`config.mk`:
```
export PLATFORM = sky130hd
export DESIGN_NAME = rf_wb_arbiter_flat
export DESIGN_NICKNAME = d
export VERILOG_FILES = /design/src/rtl/rf_wb_arbiter_if.sv /design/src/rtl/rf_wb_arbiter.sv /design/src/flat_wrapper.sv
export SDC_FILE = /design/constraint.sdc
export NUM_CORES = 1
export LEC_CHECK = 0
export CAP_MARGIN = 40
export CORE_UTILIZATION = 44
export DETAILED_ROUTE_END_ITERATION = 7
export GPL_TIMING_DRIVEN = 0
export HOLD_SLACK_MARGIN = 0.06
export PLACE_DENSITY = 0.82
export SKIP_LAST_GASP = 1
export SLEW_MARGIN = 20
export SYNTH_ARGS = -nofsm -noshare
export SYNTH_HDL_FRONTEND = slang
export SYNTH_SLANG_ARGS = --single-unit
```
`constraint.sdc`:
```
create_clock -name clk -period 1.4 [get_ports clk]
set_input_delay 0.35 -clock clk [delete_from_list [all_inputs] [get_ports clk]]
set_output_delay 0.35 -clock clk [all_outputs]
set_load 0.05 [all_outputs]
```
`src/rtl/rf_wb_arbiter_if.sv`:
```
// ---------------------------------------------------------------------------
// rf_wb_arbiter_if
// Bundles every non-clock/reset signal of the register-file writeback arbiter.
//   Requester A (ALU writeback)  : a_valid, a_ready, a_regsel[2:0], a_data
//   Requester B (load writeback) : b_valid, b_ready, b_regsel[2:0], b_data
//   Register-file write port     : write, writeregsel[2:0], writedata
//   Read-port snoop              : read1regsel, read2regsel -> read1busy, read2busy
//   Protocol status              : err (sticky)
// modport slave  : seen by the arbiter.
// modport master : seen by the requesters / register file side (the bench).
// ---------------------------------------------------------------------------
interface rf_wb_arbiter_if #(
  parameter int WIDTH = 16
) ();
  logic             a_valid;
  logic             a_ready;
  logic [2:0]       a_regsel;
  logic [WIDTH-1:0] a_data;

  logic             b_valid;
  logic             b_ready;
  logic [2:0]       b_regsel;
  logic [WIDTH-1:0] b_data;

  logic             write;
  logic [2:0]       writeregsel;
  logic [WIDTH-1:0] writedata;

  logic [2:0]       read1regsel;
  logic [2:0]       read2regsel;
  logic             read1busy;
  logic             read2busy;

  logic             err;

  modport slave (
    input  a_valid, a_regsel, a_data,
    input  b_valid, b_regsel, b_data,
    input  read1regsel, read2regsel,
    output a_ready, b_ready,
    output write, writeregsel, writedata,
    output read1busy, read2busy,
    output err
  );

  modport master (
    output a_valid, a_regsel, a_data,
    output b_valid, b_regsel, b_data,
    output read1regsel, read2regsel,
    input  a_ready, b_ready,
    input  write, writeregsel, writedata,
    input  read1busy, read2busy,
    input  err
  );
endinterface

```
`src/rtl/rf_wb_arbiter.sv`:
```
// ---------------------------------------------------------------------------
// rf_wb_arbiter
// Round-robin arbiter merging two writeback requesters (A = ALU, B = load)
// onto the single write port of an 8 x WIDTH register file.
// Ports:
//   clk  - single clock, all state on the rising edge
//   rst  - synchronous, active-low reset
//   bus  - rf_wb_arbiter_if.slave: both requester handshakes, the registered
//          register-file write port, read-select snoop with busy flags, and
//          a sticky handshake-violation flag (err).
// Behaviour summary:
//   - ready is combinational; when both requesters are valid the one named by
//     the round-robin pointer wins, and the pointer flips to the other side
//     after every acceptance.
//   - An accepted transfer appears on the write port one cycle later; back to
//     back acceptances give one write per cycle.
//   - A requester that was stalled must present the same request next cycle;
//     otherwise err is set and stays set until reset.
// ---------------------------------------------------------------------------
module rf_wb_arbiter #(
  parameter int WIDTH = 16
) (
  input  logic              clk,
  input  logic              rst,
  rf_wb_arbiter_if.slave    bus
);

  // Requester index 0 = A, 1 = B; the pointer holds the index that wins a tie.
  localparam logic PTR_A = 1'b0;
  localparam logic PTR_B = 1'b1;

  logic [1:0]             req_valid;
  logic [1:0][2:0]        req_sel;
  logic [1:0][WIDTH-1:0]  req_data;
  logic [1:0]             req_ready;
  logic [1:0]             req_viol;

  logic [1:0][2:0]        rd_sel;
  logic [1:0]             rd_busy;

  logic                   ptr_q, ptr_d;
  logic                   write_q, write_d;
  logic [2:0]             wsel_q, wsel_d;
  logic [WIDTH-1:0]       wdata_q, wdata_d;
  logic                   err_q, err_d;

  assign req_valid[0] = bus.a_valid;
  assign req_sel[0]   = bus.a_regsel;
  assign req_data[0]  = bus.a_data;
  assign req_valid[1] = bus.b_valid;
  assign req_sel[1]   = bus.b_regsel;
  assign req_data[1]  = bus.b_data;

  assign rd_sel[0] = bus.read1regsel;
  assign rd_sel[1] = bus.read2regsel;

  genvar gi;

  // Per-requester grant and stall tracking.
  for (gi = 0; gi < 2; gi++) begin : g_req
    logic             stall_q, stall_d;
    logic [2:0]       stall_sel_q, stall_sel_d;
    logic [WIDTH-1:0] stall_data_q, stall_data_d;

    // A requester is ready if it is valid and either the other side is idle
    // or the pointer names it. Reset masks ready so nothing is accepted.
    assign req_ready[gi] = rst & req_valid[gi] &
                           (~req_valid[1-gi] | (ptr_q == 1'(gi)));

    // Capture the request only while it is actually waiting; regsel/data are
    // don't-care otherwise.
    always_comb begin
      stall_d      = req_valid[gi] & ~req_ready[gi];
      stall_sel_d  = stall_sel_q;
      stall_data_d = stall_data_q;
      if (stall_d) begin
        stall_sel_d  = req_sel[gi];
        stall_data_d = req_data[gi];
      end
    end

    // A stalled request must be held unchanged until it is accepted.
    assign req_viol[gi] = stall_q & (~req_valid[gi] |
                                     (req_sel[gi]  != stall_sel_q) |
                                     (req_data[gi] != stall_data_q));

    always_ff @(posedge clk) begin
      if (!rst) begin
        stall_q      <= 1'b0;
        stall_sel_q  <= '0;
        stall_data_q <= '0;
      end else begin
        stall_q      <= stall_d;
        stall_sel_q  <= stall_sel_d;
        stall_data_q <= stall_data_d;
      end
    end
  end

  // Hazard snoop: a register is busy while any valid request targets it or
  // the write currently on the port targets it.
  for (gi = 0; gi < 2; gi++) begin : g_busy
    assign rd_busy[gi] = rst & (
                           (req_valid[0] & (req_sel[0] == rd_sel[gi])) |
                           (req_valid[1] & (req_sel[1] == rd_sel[gi])) |
                           (write_q      & (wsel_q     == rd_sel[gi])));
  end

  // Next-state logic. The ready terms are mutually exclusive, so at most one
  // acceptance happens per cycle.
  always_comb begin
    ptr_d   = ptr_q;
    write_d = 1'b0;
    wsel_d  = wsel_q;
    wdata_d = wdata_q;
    err_d   = err_q | (|req_viol);
    if (req_ready[0]) begin
      ptr_d   = PTR_B;
      write_d = 1'b1;
      wsel_d  = req_sel[0];
      wdata_d = req_data[0];
    end else if (req_ready[1]) begin
      ptr_d   = PTR_A;
      write_d = 1'b1;
      wsel_d  = req_sel[1];
      wdata_d = req_data[1];
    end
  end

  always_ff @(posedge clk) begin
    if (!rst) begin
      ptr_q   <= PTR_A;
      write_q <= 1'b0;
      wsel_q  <= '0;
      wdata_q <= '0;
      err_q   <= 1'b0;
    end else begin
      ptr_q   <= ptr_d;
      write_q <= write_d;
      wsel_q  <= wsel_d;
      wdata_q <= wdata_d;
      err_q   <= err_d;
    end
  end

  assign bus.a_ready     = req_ready[0];
  assign bus.b_ready     = req_ready[1];
  assign bus.write       = write_q;
  assign bus.writeregsel = wsel_q;
  assign bus.writedata   = wdata_q;
  assign bus.read1busy   = rd_busy[0];
  assign bus.read2busy   = rd_busy[1];
  assign bus.err         = err_q;

endmodule

```
`src/flat_wrapper.sv`:
```
// flat-port wrapper written by rule: the top's interface ports become plain ports
module rf_wb_arbiter_flat 
#(
  parameter int WIDTH = 16
)
  (clk, rst, bus_a_valid, bus_a_regsel, bus_a_data, bus_b_valid, bus_b_regsel, bus_b_data, bus_read1regsel, bus_read2regsel, bus_a_ready, bus_b_ready, bus_write, bus_writeregsel, bus_writedata, bus_read1busy, bus_read2busy, bus_err);
  rf_wb_arbiter_if #(.WIDTH(WIDTH)) bus_i ();
  input  logic clk;
  input  logic rst;
  input wire logic [$bits(bus_i.a_valid)-1:0] bus_a_valid;
  input wire logic [$bits(bus_i.a_regsel)-1:0] bus_a_regsel;
  input wire logic [$bits(bus_i.a_data)-1:0] bus_a_data;
  input wire logic [$bits(bus_i.b_valid)-1:0] bus_b_valid;
  input wire logic [$bits(bus_i.b_regsel)-1:0] bus_b_regsel;
  input wire logic [$bits(bus_i.b_data)-1:0] bus_b_data;
  input wire logic [$bits(bus_i.read1regsel)-1:0] bus_read1regsel;
  input wire logic [$bits(bus_i.read2regsel)-1:0] bus_read2regsel;
  output wire logic [$bits(bus_i.a_ready)-1:0] bus_a_ready;
  output wire logic [$bits(bus_i.b_ready)-1:0] bus_b_ready;
  output wire logic [$bits(bus_i.write)-1:0] bus_write;
  output wire logic [$bits(bus_i.writeregsel)-1:0] bus_writeregsel;
  output wire logic [$bits(bus_i.writedata)-1:0] bus_writedata;
  output wire logic [$bits(bus_i.read1busy)-1:0] bus_read1busy;
  output wire logic [$bits(bus_i.read2busy)-1:0] bus_read2busy;
  output wire logic [$bits(bus_i.err)-1:0] bus_err;
  assign bus_i.a_valid = bus_a_valid;
  assign bus_i.a_regsel = bus_a_regsel;
  assign bus_i.a_data = bus_a_data;
  assign bus_i.b_valid = bus_b_valid;
  assign bus_i.b_regsel = bus_b_regsel;
  assign bus_i.b_data = bus_b_data;
  assign bus_i.read1regsel = bus_read1regsel;
  assign bus_i.read2regsel = bus_read2regsel;
  assign bus_a_ready = bus_i.a_ready;
  assign bus_b_ready = bus_i.b_ready;
  assign bus_write = bus_i.write;
  assign bus_writeregsel = bus_i.writeregsel;
  assign bus_writedata = bus_i.writedata;
  assign bus_read1busy = bus_i.read1busy;
  assign bus_read2busy = bus_i.read2busy;
  assign bus_err = bus_i.err;
  rf_wb_arbiter #(.WIDTH(WIDTH)) u_core (.clk(clk), .rst(rst), .bus(bus_i));
endmodule
```
# == Word level (Yosys, flattened, before mapping) ==
# Cells that the tools add are included.
# totals
register_bits,62
output_inout_bits,25
# op_classes
n_eq_ne,10
muxes,8
bitwise,32
reduce_logical,2
# ops
cell,n
$mux 16,2
$ne 16x16->1,2
$eq 3x3->1,6
$and 1x1->1,16
$or 1x1->1,11
$mux 3,2
$ne 3x3->1,2
$not 1->1,5
$mux 1,4
$reduce_bool 2->1,1
$reduce_or 2->1,1

# == Longest topological paths before layout ==
# logic_depth
depth_word,6
ltp_mapped,8
depth_no_buf,5

# == Worst setup path after synthesis ==
# No wires, ideal clock.
# synth_timing
path_type,register to output
from,reg u_core.wsel_q[1] (netlist: u_core.bus.writeregsel[1])
to,out bus_read1busy
arrival_ps,1871
t_required_ps,1050
slack_ps,-821
stages_incl_launch_ff,4
path_cell_list,dfxtp_1 xnor2_1 nand4_1 a31oi_1
# synth_via
elab_chain_len,4
# synth_lines
item,line_no,rtl
from (decl),rf_wb_arbiter.sv:43,"logic [2:0] wsel_q, wsel_d;"
from (signal assigned),rf_wb_arbiter.sv:140,wsel_q <= wsel_d;
$eq 3x3->1,rf_wb_arbiter.sv:106,(write_q & (wsel_q == rd_sel[gi])));
$and 1x1->1,rf_wb_arbiter.sv:106,
$or 1x1->1,rf_wb_arbiter.sv:105,(req_valid[1] & (req_sel[1] == rd_sel[gi])) |
$and 1x1->1,rf_wb_arbiter.sv:103,assign rd_busy[gi] = rst & (
to (decl),flat_wrapper.sv:23,output wire logic [$bits(bus_i.read1busy)-1:0] bus_read1busy;
# No other way between the ends.

# == Worst setup path after layout ==
# layout_timing
from,in bus_read2regsel[0]
to,out bus_read2busy
# layout_via
elab_chain_len,5
# layout_lines
item,line_no,rtl
from (decl),flat_wrapper.sv:17,input wire logic [$bits(bus_i.read2regsel)-1:0] bus_read2regsel;
$eq 3x3->1 (on tied branches),"rf_wb_arbiter.sv:104, rf_wb_arbiter.sv:105",
$and 1x1->1 (on tied branches),"rf_wb_arbiter.sv:104, rf_wb_arbiter.sv:105",
$or 1x1->1,rf_wb_arbiter.sv:104,(req_valid[0] & (req_sel[0] == rd_sel[gi])) |
$or 1x1->1 (*),rf_wb_arbiter.sv:105,
$and 1x1->1 (*),rf_wb_arbiter.sv:103,
to (decl),flat_wrapper.sv:24,output wire logic [$bits(bus_i.read2busy)-1:0] bus_read2busy;
# Mark *: on every way between the ends. The rest lies on a longest branch, timed or not.

==> results.tsv <==
metric	value	unit
filler cell count	452	
Mapped Avg Cell Area	8.22	µm²
post-route setup slack	-0.379	ns
final clock skew	0.00540	ns
H-tree levels	3	
top cell type's share of synthesized area	41.8	%
DR DRC count	4	
vias post-DR	3047	
DP Cell Count	501	
minimum clock period	1.78	ns
EDFF count, synth	0	
Area contributors post-synth	dfxtp_1, nand2_1, xnor2_1	
commonest cells after routing, fill and taps aside	nand2_1, dfxtp_1, a21oi_1	
Reg2Reg Depth	9	
Final Setup Violations	24	
top_reg_cell synth	dfxtp_1	
CTS Buf Count	9	
DRT iter0 DRCs	261	
floorplan row count	29	
reg2reg end	u_core.g_req[1].stall_data_q[6]$_SDFFE_PN0P_	
Worst Path Arrival	1.43	ns
DIE AREA	7080	µm²
period utilization	127	%
Finished Cell Area	4470	µm²
global route total overflow	0	
max-cap violations	0	
Cell Area, Synth	2970	µm²
Crit Path Max Fanout	3	
Pre-antenna DRT Iters	7	
Final HPWL DP	6170	µm
Hold Crit Depth	3	
dpl ws	-1.24	ns
switching part of the total power	31.1	%
clock transition at the registers of the reported paths	0.07	ns
post-synthesis mux area share	0	%
initial core utilization	46.2	%
Worst-Margin Slew	0.602	ns
leakage power	1.85	nW
Clk Latency, worst-skew pair	0.35	ns
Hold Slack	0.268	ns
ANT nets after route	0	
Critical Path RT	1.05	ns
GRT Total Usage	25.5	%
Port Buf Inserts	63	
fin nets	504	
Max-slew headroom	59.9	%
# hold bufs at CTS	0	
reg2reg setup slack	-0.09	ns
CTS tree	done	
CP endpoint kind	primary output	
Fin. Hold Viols	0	
status	complete, but fails checks	
VDD IR-drop max	0.812	mV
synth warn	0	
leading area contributor after synthesis	dfxtp_1	
Critical R2R Launch	u_core.ptr_q$_SDFFE_PN0P_	
count of non-filler cells in the finished layout	538	
power per cell area	1080	nW/µm²
RSZ-0062 raised after global routing	yes	
antenna violations before repair	0	
Pint	3.32	mW
Flop pwr share	40.9	%
die height	84.1	µm
post-synthesis sequential area ratio	41.8	%
Post-Synth XOR/XNOR Area	16.5	%
Die W	84.1	µm
f_max	562	MHz
CTS max path bufs	2	
Netlist cell types	33	
main combinational cell family by area after synthesis	simple AND/OR/NAND/NOR gates	
Net Sw Power	1.50	mW
# diodes	0	
failing checks	DRC, setup timing	
Clock Tree Root	clkbuf_8	
most common cell after layout, fill and taps aside	nand2_1	
largest net degree at the start of global routing	19	
post-synth net total	409	
CTS sink cnt	62	
share of cells above drive strength 1	28.2	%
HP Class	input pin to flip-flop	
Routed wire per std cell	18.6	µm
WL final	10000	µm
Clk pwr share	34.1	%
combinational power share	25.0	%
compound-cell area share of the yosys netlist	14.6	%
fin util	69.5	%
dpl cell area	3840	µm²
Top-Level Pins	73	
#FFs+latches synth	62	
area of the core	6420	µm²
Critical Path Sink	bus_read2busy	
Critical path origin	bus_read2regsel[0]	
synth-to-layout area growth	50.5	%
fraction of the mapped netlist area in adder cells	0	%
Critical Path Source Type	input pin	
first-pass GRT wire length	13700	µm
Post-Synth Simple-Gate Area	20.2	%
Crit Path Class	input pin to primary output	
vias in the first global route	2803	
async set-reset flop share out of synthesis	0	%
GP Congestion	0.879	
via density per instance	5.66	
number of slew-limit violations in the final report	0	
Syn Inst Count	361	
==> logic make-up after synthesis <==
logic type | Yosys count
compound gates | 71
buf+inv | 35
flops | 62
simple gates | 137
xor+xnor | 56
==> final cells by class <==
| class | count | area, µm² | share of cell area (%) |
|---|---|---|---|
| Clock inverter | 3 | 41.3 | 0.925 |
| Inverter | 9 | 48.8 | 1.09 |
| Tap cell | 77 | 96.3 | 2.16 |
| Timing Repair Buffer | 88 | 867 | 19.4 |
| Sequential cell | 62 | 1260 | 28.2 |
| Clock buffer | 13 | 159 | 3.56 |
| Buffer | 22 | 229 | 5.13 |
| Multi-Input combinational cell | 264 | 1770 | 39.5 |
==> how the worst min path moves through the flow <==
stage	startpoint	to	slack, ns
floorplan	u_core.ptr_q$_SDFFE_PN0P_	u_core.g_req[1].stall_q$_SDFF_PN0_	0.43
global placement	u_core.bus.writedata[5]$_SDFFE_PN0P_	u_core.bus.writedata[5]$_SDFFE_PN0P_	0.45
detailed placement	u_core.bus.writedata[5]$_SDFFE_PN0P_	u_core.bus.writedata[5]$_SDFFE_PN0P_	0.45
CTS	rst	u_core.g_req[1].stall_q$_SDFF_PN0_	0.26
global route	rst	u_core.g_req[1].stall_q$_SDFF_PN0_	0.26
finish	bus_a_regsel[2]	u_core.g_req[0].stall_sel_q[2]$_SDFFE_PN0P_	0.27
==> synthesized netlist by cell type (all sizes together) (6+ instances only) <==
cell type  instances
a21oi             46
a22oi              6
a311oi             7
buf               17
clkbuf             9
dfxtp             62
inv                9
nand2            102
nand4             12
nor2               9
xnor2             39
xor2              17
==> what timing repair did <==
item,in CTS,in global routing
hold endpoints to repair,0,0
setup buffers,6,14
resized for setup,181,48
cloned,0,6
setup endpoints to repair,29,31
pin swaps,25,13
==> routing by layer <==
layer	up-vias	global-route usage, %	wire length, µm
li1	1403	-	-
met1	1457	30.9	3890
met2	151	42.3	5020
met3	36	4.72	703
met4	0	15.0	385
met5	-	0	0
==> registers in the layout, indices dropped and copies added (netlist names) <==
register	flops
u_core.ptr_q	1
u_core.g_req.stall_q	2
u_core.bus.writeregsel	3
u_core.g_req.stall_sel_q	6
u_core.bus.writedata	16
u_core.bus.err	1
u_core.g_req.stall_data_q	32
u_core.bus.write	1
==> power by group through the flow <==
stage               clock, mW  sequential (mW)  combinational (mW)
global route             1.75             1.98                1.26
floorplan                   0             2.16               0.491
global placement            0             1.99                1.02
finish                   1.64             1.97                1.20
detailed placement          0             2.00                1.04
CTS                      1.62             1.96                1.02
==> metrics by stage <==
step           setup TNS (ns)  power, mW
3_5_place_dp            -7.86       3.03
2_1_floorplan          -0.200       2.65
5_1_grt                 -3.78       4.98
4_1_cts                 -1.75       4.61
6_report                -2.18       4.81
3_3_place_gp            -7.52       3.01
==> worst max-delay path, cell delays in order <==
cell	delay (ns)
dlygate4sd2_1	0.30
xnor2_1	0.20
nand4_1	0.17
a31oi_4	0.23
buf_6	0.18
Power figures use the tool's default switching activity.
